--- config.mk ---
export PLATFORM = sky130hd
export DESIGN_NAME = regbank_arbiter_flat
export DESIGN_NICKNAME = d
export VERILOG_FILES = /design/src/rtl/regbank_arbiter_if.sv /design/src/rtl/regbank_arbiter.sv /design/src/flat_wrapper.sv
export SDC_FILE = /design/constraint.sdc
export NUM_CORES = 1
export LEC_CHECK = 0
export BUFFER_PORTS_ARGS = -buffer_cell sky130_fd_sc_hd__buf_2
export CAP_MARGIN = 30
export CORE_MARGIN = 2
export CORE_UTILIZATION = 44
export CTS_CLUSTER_DIAMETER = 50
export DETAILED_ROUTE_END_ITERATION = 8
export PLACE_DENSITY = 0.64
export SLEW_MARGIN = 20
export SYNTH_ARGS = -nofsm -noshare
export SYNTH_HDL_FRONTEND = slang
export SYNTH_SLANG_ARGS = --single-unit
export TNS_END_PERCENT = 1
--- constraint.sdc ---
create_clock -name clk -period 1.41 [get_ports clk]
set_input_delay 0.0705 -clock clk [delete_from_list [all_inputs] [get_ports clk]]
set_output_delay 0.0705 -clock clk [all_outputs]
set_load 0.005 [all_outputs]
--- src/rtl/regbank_arbiter_if.sv ---
// Bus-side bundle between the two requesters and regbank_arbiter.
// master = requester side, slave = arbiter side.
interface regbank_arbiter_if #(
    parameter int WIDTH = 8,
    parameter int AW    = 2
);
    logic [1:0]       req;
    logic [1:0]       we;
    logic [AW-1:0]    addr0;
    logic [AW-1:0]    addr1;
    logic [WIDTH-1:0] wdata0;
    logic [WIDTH-1:0] wdata1;
    logic [1:0]       gnt;
    logic [1:0]       ack;
    logic [WIDTH-1:0] rdata;
    logic             busy;

    modport master (
        output req, we, addr0, addr1, wdata0, wdata1,
        input  gnt, ack, rdata, busy
    );

    modport slave (
        input  req, we, addr0, addr1, wdata0, wdata1,
        output gnt, ack, rdata, busy
    );
endinterface

--- src/rtl/regbank_arbiter.sv ---
// Two-port arbiter/sequencer owning a 2**AW x WIDTH enable-gated register bank.
// RR_ARB_EN defined: round-robin tie-break; undefined: requester 0 wins ties.
module regbank_arbiter #(
    parameter int WIDTH = 8,
    parameter int AW    = 2
) (
    input  logic              clk,
    input  logic              inz,
    regbank_arbiter_if.slave  bus
);
    localparam int unsigned DEPTH = 1 << AW;

    typedef enum logic [1:0] {S_IDLE, S_GRANT, S_ACK} state_e;

    state_e           state_q, state_d;
    logic [1:0]       gnt_q, gnt_d;
    logic [1:0]       ack_q, ack_d;
    logic [WIDTH-1:0] rdata_q, rdata_d;
    logic             busy_q, busy_d;
    logic             we_q, we_d;
    logic [AW-1:0]    addr_q, addr_d;
    logic [WIDTH-1:0] wdata_q, wdata_d;
    logic [DEPTH-1:0] bank_en_q, bank_en_d;
    logic [WIDTH-1:0] bank_q [DEPTH];
    logic [WIDTH-1:0] bank_d [DEPTH];
    logic             pick;
`ifdef RR_ARB_EN
    logic             prio_q, prio_d;
`endif

    always_comb begin
        case (bus.req)
            2'b10:   pick = 1'b1;
`ifdef RR_ARB_EN
            2'b11:   pick = prio_q;
`endif
            default: pick = 1'b0;
        endcase
    end

    always_comb begin
        state_d   = state_q;
        gnt_d     = gnt_q;
        ack_d     = '0;
        rdata_d   = rdata_q;
        busy_d    = busy_q;
        we_d      = we_q;
        addr_d    = addr_q;
        wdata_d   = wdata_q;
        bank_en_d = '0;
`ifdef RR_ARB_EN
        prio_d    = prio_q;
`endif
        case (state_q)
            S_IDLE: begin
                if (bus.req != 2'b00) begin
                    we_d    = bus.we[pick];
                    addr_d  = pick ? bus.addr1 : bus.addr0;
                    wdata_d = pick ? bus.wdata1 : bus.wdata0;
                    gnt_d   = pick ? 2'b10 : 2'b01;
                    // Enable is registered here so it is high for exactly the GRANT cycle.
                    bank_en_d[addr_d] = we_d;
                    busy_d  = 1'b1;
                    state_d = S_GRANT;
                end
            end
            S_GRANT: begin
                if (!we_q) begin
                    rdata_d = bank_q[addr_q];
                end
                ack_d   = gnt_q;
                state_d = S_ACK;
            end
            S_ACK: begin
                gnt_d   = '0;
                busy_d  = 1'b0;
                state_d = S_IDLE;
`ifdef RR_ARB_EN
                prio_d  = gnt_q[0];
`endif
            end
            default: state_d = S_IDLE;
        endcase
    end

    always_comb begin
        bank_d = bank_q;
        for (int unsigned i = 0; i < DEPTH; i++) begin
            if (bank_en_q[i]) begin
                bank_d[i] = wdata_q;
            end
        end
    end

    always_ff @(posedge clk or negedge inz) begin
        if (!inz) begin
            state_q   <= S_IDLE;
            gnt_q     <= '0;
            ack_q     <= '0;
            rdata_q   <= '0;
            busy_q    <= 1'b0;
            we_q      <= 1'b0;
            addr_q    <= '0;
            wdata_q   <= '0;
            bank_en_q <= '0;
            bank_q    <= '{default: '0};
`ifdef RR_ARB_EN
            prio_q    <= 1'b0;
`endif
        end else begin
            state_q   <= state_d;
            gnt_q     <= gnt_d;
            ack_q     <= ack_d;
            rdata_q   <= rdata_d;
            busy_q    <= busy_d;
            we_q      <= we_d;
            addr_q    <= addr_d;
            wdata_q   <= wdata_d;
            bank_en_q <= bank_en_d;
            bank_q    <= bank_d;
`ifdef RR_ARB_EN
            prio_q    <= prio_d;
`endif
        end
    end

    assign bus.gnt   = gnt_q;
    assign bus.ack   = ack_q;
    assign bus.rdata = rdata_q;
    assign bus.busy  = busy_q;
endmodule

--- src/flat_wrapper.sv ---
// flat-port wrapper written by rule: the top's interface ports become plain ports
module regbank_arbiter_flat 
#(
    parameter int WIDTH = 8,
    parameter int AW    = 2
)
  (clk, inz, bus_req, bus_we, bus_addr0, bus_addr1, bus_wdata0, bus_wdata1, bus_gnt, bus_ack, bus_rdata, bus_busy);
  regbank_arbiter_if #(.WIDTH(WIDTH), .AW(AW)) bus_i ();
  input  logic clk;
  input  logic inz;
  input wire logic [$bits(bus_i.req)-1:0] bus_req;
  input wire logic [$bits(bus_i.we)-1:0] bus_we;
  input wire logic [$bits(bus_i.addr0)-1:0] bus_addr0;
  input wire logic [$bits(bus_i.addr1)-1:0] bus_addr1;
  input wire logic [$bits(bus_i.wdata0)-1:0] bus_wdata0;
  input wire logic [$bits(bus_i.wdata1)-1:0] bus_wdata1;
  output wire logic [$bits(bus_i.gnt)-1:0] bus_gnt;
  output wire logic [$bits(bus_i.ack)-1:0] bus_ack;
  output wire logic [$bits(bus_i.rdata)-1:0] bus_rdata;
  output wire logic [$bits(bus_i.busy)-1:0] bus_busy;
  assign bus_i.req = bus_req;
  assign bus_i.we = bus_we;
  assign bus_i.addr0 = bus_addr0;
  assign bus_i.addr1 = bus_addr1;
  assign bus_i.wdata0 = bus_wdata0;
  assign bus_i.wdata1 = bus_wdata1;
  assign bus_gnt = bus_i.gnt;
  assign bus_ack = bus_i.ack;
  assign bus_rdata = bus_i.rdata;
  assign bus_busy = bus_i.busy;
  regbank_arbiter #(.WIDTH(WIDTH), .AW(AW)) u_core (.clk(clk), .inz(inz), .bus(bus_i));
endmodule
-- Word level (Yosys, flattened, before mapping)
Cells that the tools add are included.
- magnitude comparators: 4
- eq/ne operators: 4
- muxes and demuxes: 20
- bitwise gates (word level): 3
- reductions and logical operators: 7
- operator list (operator ; count):
    $mux W8 ; 3
    $bmux W8 S2 ; 1
    $mux W2 ; 5
    $mux W4 ; 2
    $pmux W2 S2 ; 2
    $reduce_and A2 Y1 ; 3
    $mux W1 ; 5
    $and A4 B4 Y4 ; 1
    $eq A2 B2 Y1 const B ; 2
    $reduce_bool A2 Y1 ; 2
    $ge A3 B3 Y1 const B ; 1
    $lt A2 B3 Y1 const B ; 1
    $not A2 Y3 ; 1
    $demux W1 S2 ; 1
    $eq A2 B1 Y1 const B ; 1
    $ge A2 B1 Y1 const B ; 1
    $logic_not A2 Y1 ; 1
    $lt A1 B2 Y1 const B ; 1
    $ne A2 B1 Y1 const B ; 1
    $pmux W1 S2 ; 1
    $logic_and A1 B1 Y1 ; 1
    $not A1 Y1 ; 1
- register bits: 62
- output and inout port bits: 13
- word-level logic and storage cells: 51

-- Longest topological paths before layout
- depth in word-level cells: 10
- mapped depth: 5

-- Least setup slack after synthesis
No wires, ideal clock.
- path kind: flip-flop to flip-flop
- from: register u_core.state_q[1]
- to: register u_core.addr_q[0]
- setup time: 0.125 ns
- arrival time: 1.237 ns
- required time: 1.285 ns
- path slack: 0.049 ns
- cell stages (with the launch flop): 5
- clock period less this slack: 1.361 ns
- cells stage by stage: dfrtp_1 > or2_1 > buf_2 > nor2_4 > mux2_2
- longest elaborated chain between the ends: 2
- RTL lines (element ; line ; source):
    from (decl) ; regbank_arbiter.sv:15 ; state_e state_q, state_d;
    from (signal assigned) ; regbank_arbiter.sv:111 ; state_q <= state_d;
    $logic_not A2 Y1 ; regbank_arbiter.sv:54 ; case (state_q)
    $reduce_and A2 Y1 (no source line) ; -- ;
    to (signal assigned) ; regbank_arbiter.sv:117 ; addr_q <= addr_d;
    to (decl) ; regbank_arbiter.sv:21 ; logic [AW-1:0] addr_q, addr_d;
No other way between the ends.
A chain may end at the register's enable or synchronous reset.

-- Worst setup path in the final report
- from: register u_core.addr_q[0]
- to: register u_core.rdata_q[1] (netlist: u_core.bus.rdata[1])
- longest elaborated chain between the ends: 4
- RTL lines (element ; line ; source):
    $not A2 Y3 (implied by the code) ; regbank_arbiter.sv:69 ; rdata_d = bank_q[addr_q];
    $bmux W8 S2 ; regbank_arbiter.sv:69 ;
    $mux W8 (implied by the code) (2 in series) ; regbank_arbiter.sv:69 ;
    to (signal assigned) ; regbank_arbiter.sv:114 ; rdata_q <= rdata_d;
    to (decl) ; regbank_arbiter.sv:18 ; logic [WIDTH-1:0] rdata_q, rdata_d;
No other way between the ends. The select of a mux whose other input is x is not followed.

==> key figures <==
Run status
  – Failing checks: setup timing
  – Outcome: complete, but fails checks

Logic synthesis
  – Post-Synth Adder-Cell Area: 0%
  – Synth cell types: 29
  – Syn Inst Count: between 150 and 200
  – Yosys top cell by area: dfrtp_1
  – Simple-gate area share of the yosys netlist: 5.511%
  – Post-synthesis register bit count: 62
  – Mapped cell area: ~2700 µm²
  – Synth Area in Compound Gates: 7.987%
  – Mean Syn Cell Area: ~14 µm²
  – Mux contribution to synthesized area: 25.97%
  – Synth top area cells: dfrtp_1 (58%), mux2_2 (18%), mux4_2 (6.7%), a2bb2oi_1 (2.9%), a22oi_1 (2.5%)
  – Xor-xnor portion of the synthesized cell area: 0%
  – Syn Nets: between 200 and 250
  – Combinational family with the most area after synthesis: multiplexers
  – Top-area cell type share of the netlist area: between 50 and 60%
  – Sequential area share after synthesis: approximately 58%
  – YS warnings: 0

Route
  – Post-Route WL: around 5200 µm
  – Vias per std cell: roughly 5.2
  – Remaining antenna violation count: 0
  – Avg WL per Cell: 16.14 µm
  – Vias after detailed routing: 1696
  – Starting DRT DRC Count: ~110
  – DRC: 0
  – 1st-pass router iterations: 4

Worst hold path
  – Tightest Hold Check Type: input pin to flop

GRT
  – Initial antenna violation count: 0
  – GRT overflow: 0
  – All-layer global routing usage: between 15 and 20%
  – Largest net degree at the start of global routing: 63
  – Global-route wire length before repair: approximately 8500 µm
  – Vias in the first global route: approximately 1.7k

Floorplanning
  – Die area: 6728 µm²
  – DIE WIDTH: 82.03 µm
  – Std cell rows: 28
  – CORE AREA: around 5900 µm²
  – Initial core utilization: between 40% and 50%
  – I/O Pins: 39
  – Die H: between 80 and 90 µm

Clock tree
  – Max clock buf depth: 2
  – CTS tree: yes
  – Worst skew pair latency: 0.33 ns
  – Clock Sinks: 62
  – H-tree depth: 3
  – Clk root buf: clkbuf_8
  – CTS buffer count: 9
  – Clock Pin Slew Worst Setup and Hold Paths: 0.07 ns

STA
  – Post-route setup slack: -0.01566 ns
  – Worst slew pin tran: 0.5213 ns
  – Final worst path period share: 101.1%
  – Final setup fails: 2
  – Worst Hold Slack: around 0.037 ns
  – Fin. Hold Viols: 0
  – Slew margin rel.: approximately two thirds
  – Final Max Slew Viols: 0
  – Peak Freq: 701.4 MHz
  – Unrepaired setup endpoints after global routing: true
  – Clock Skews: between 0.007 and 0.008 ns
  – Fin crit period: roughly 1.4 ns

Critical path
  – Worst Setup End Kind: flop
  – Crit Path Category: flop to flop
  – Worst path required time: approximately 1.6 ns
  – Startpoint types: flop
  – Arrival time worst endpoint: 1.64 ns
  – Crit path max fanout: 8

Cells and area
  – Layout cells sized above 1: about half
  – Fin area: ~3300 µm²
  – N_diodes: 0
  – Layout area overhead: 24.15%
  – Nets@finish: 271
  – Fillers: approximately 510

Place
  – Placed Instance Area: between 3000 and 4000 µm²
  – GPL Wtd Cong: a little over 0.7
  – DP Worst Slack: -0.01490 ns
  – Buffers added on ports: 38
  – Post-DP HPWL: 3532 µm

Job
  – Max cap viols: 0

Pwr
  – LEAKAGE: 0.001521 µW
  – Max VDD drop: between 1000 and 1500 µV
  – Tot Pwr: about 7000 µW
  – Power Density: 2160 nW/µm²
-- power breakdown --
group	switching, µW	internal (µW)
registers	639	2620
logic	814	1560
clock network	646	904
total	2100	5080
-- worst max-delay path: stages, from the launching register on --
cell and delay [ns]:
dfrtp_1 0.39, buf_12 0.16, mux4_2 0.49, mux2_4 0.28
-- path summary, 6_finish.rpt --
kind                                startpoint                   to  slack, ns  cells after the start
hold / removal                      bus_req[0]    u_core.wdata_q[7]       0.04                      2
min in group asynchronous                  inz  u_core.bus.rdata[6]       0.28                      3
max in group asynchronous                  inz    u_core.state_q[0]       0.87                      3
setup / recovery              u_core.addr_q[0]  u_core.bus.rdata[1]      -0.02                      3
setup reg to reg              u_core.addr_q[0]  u_core.bus.rdata[1]      -0.02                      3
hold reg to reg            u_core.bus.rdata[6]  u_core.bus.rdata[6]       0.50                      1
-- synth_stat cells --
cell	number
a21o_1	1
a21oi_1	2
a22oi_1	9
a2bb2oi_1	9
and2_1	2
and2b_1	1
buf_1	1
buf_2	2
buf_4	1
buf_6	2
clkbuf_1	5
clkinv_1	1
dfrtp_1	62
inv_1	1
mux2_2	44
mux2i_1	2
mux4_2	8
nand2_1	11
nand2b_1	1
nand3b_1	1
nor2_1	2
nor2_4	1
nor2b_2	1
nor3_1	4
nor3b_2	1
o21ai_0	9
o21ai_1	1
or2_1	1
or2_2	1
-- flip-flops by register name, indices dropped and copies added (netlist names) --
register	flops
u_core.bank_q	32
u_core.addr_q	2
u_core.bus.rdata	8
u_core.state_q	2
u_core.bus.busy	1
u_core.wdata_q	8
u_core.we_q	1
u_core.bus.gnt	2
u_core.bus.ack	2
u_core.bank_en_q	4
-- logic make-up after synthesis --
| family | count (synthesis) |
|---|---|
| mux | 54 |
| compound gates | 31 |
| flops | 62 |
| buf+inv | 13 |
| simple gates | 27 |
-- per-layer routing --
metal | wire [µm] | global-route usage (%)
met5 | 0 | 0
met4 | 50 | 7.167
met3 | 178 | 4.725
met2 | 2521 | 27.56
met1 | 2493 | 24.01
-- stage by stage --
stage	util (%)	setup TNS, ns	std cells
finish	56.51	-0.01846	325
detailed placement	51.32	-0.06401	300
global route	56.51	-0.3287	325
CTS	56.36	-0.05141	325
global placement	51.32	0	300
floorplan	-	0	187
-- what timing repair did --
item,in CTS,in global routing
endpoints found under the setup margin,14,19
resized for setup,1,5
hold buffers,9,0
buffers inserted,0,0
cloned,0,0
pin swaps,0,0
endpoints found under the hold margin,70,0
-- placed cells by master, fill, tap and decap left out, drive strengths merged, types with 2 or more instances in the layout --
| cell | netlist | layout |
|---|---|---|
| o21ai | 10 | 10 |
| a21oi | 2 | 2 |
| mux4 | 8 | 8 |
| dfrtp | 62 | 62 |
| nor3 | 4 | 4 |
| clkbuf | 5 | 12 |
| a2bb2oi | 9 | 9 |
| dlygate4sd3 | 0 | 9 |
| a22oi | 9 | 9 |
| mux2 | 44 | 44 |
| nor2 | 3 | 3 |
| nand2 | 11 | 11 |
| and2 | 2 | 2 |
| or2 | 2 | 2 |
| buf | 6 | 49 |
| clkinv | 1 | 4 |
| mux2i | 2 | 2 |
-- final cells by class --
class | instances | area [µm²] | area share, %
Clock buffer | 12 | 155.1 | 4.665
Clock inverter | 4 | 45.04 | 1.354
Sequential cell | 62 | 1554 | 46.73
Multi-Input combinational cell | 112 | 1070 | 32.17
Inverter | 2 | 7.507 | 0.2257
Timing Repair Buffer | 58 | 400.4 | 12.04
Tap cell | 75 | 93.84 | 2.822
Note: power is estimated with default switching activity, not from simulation.
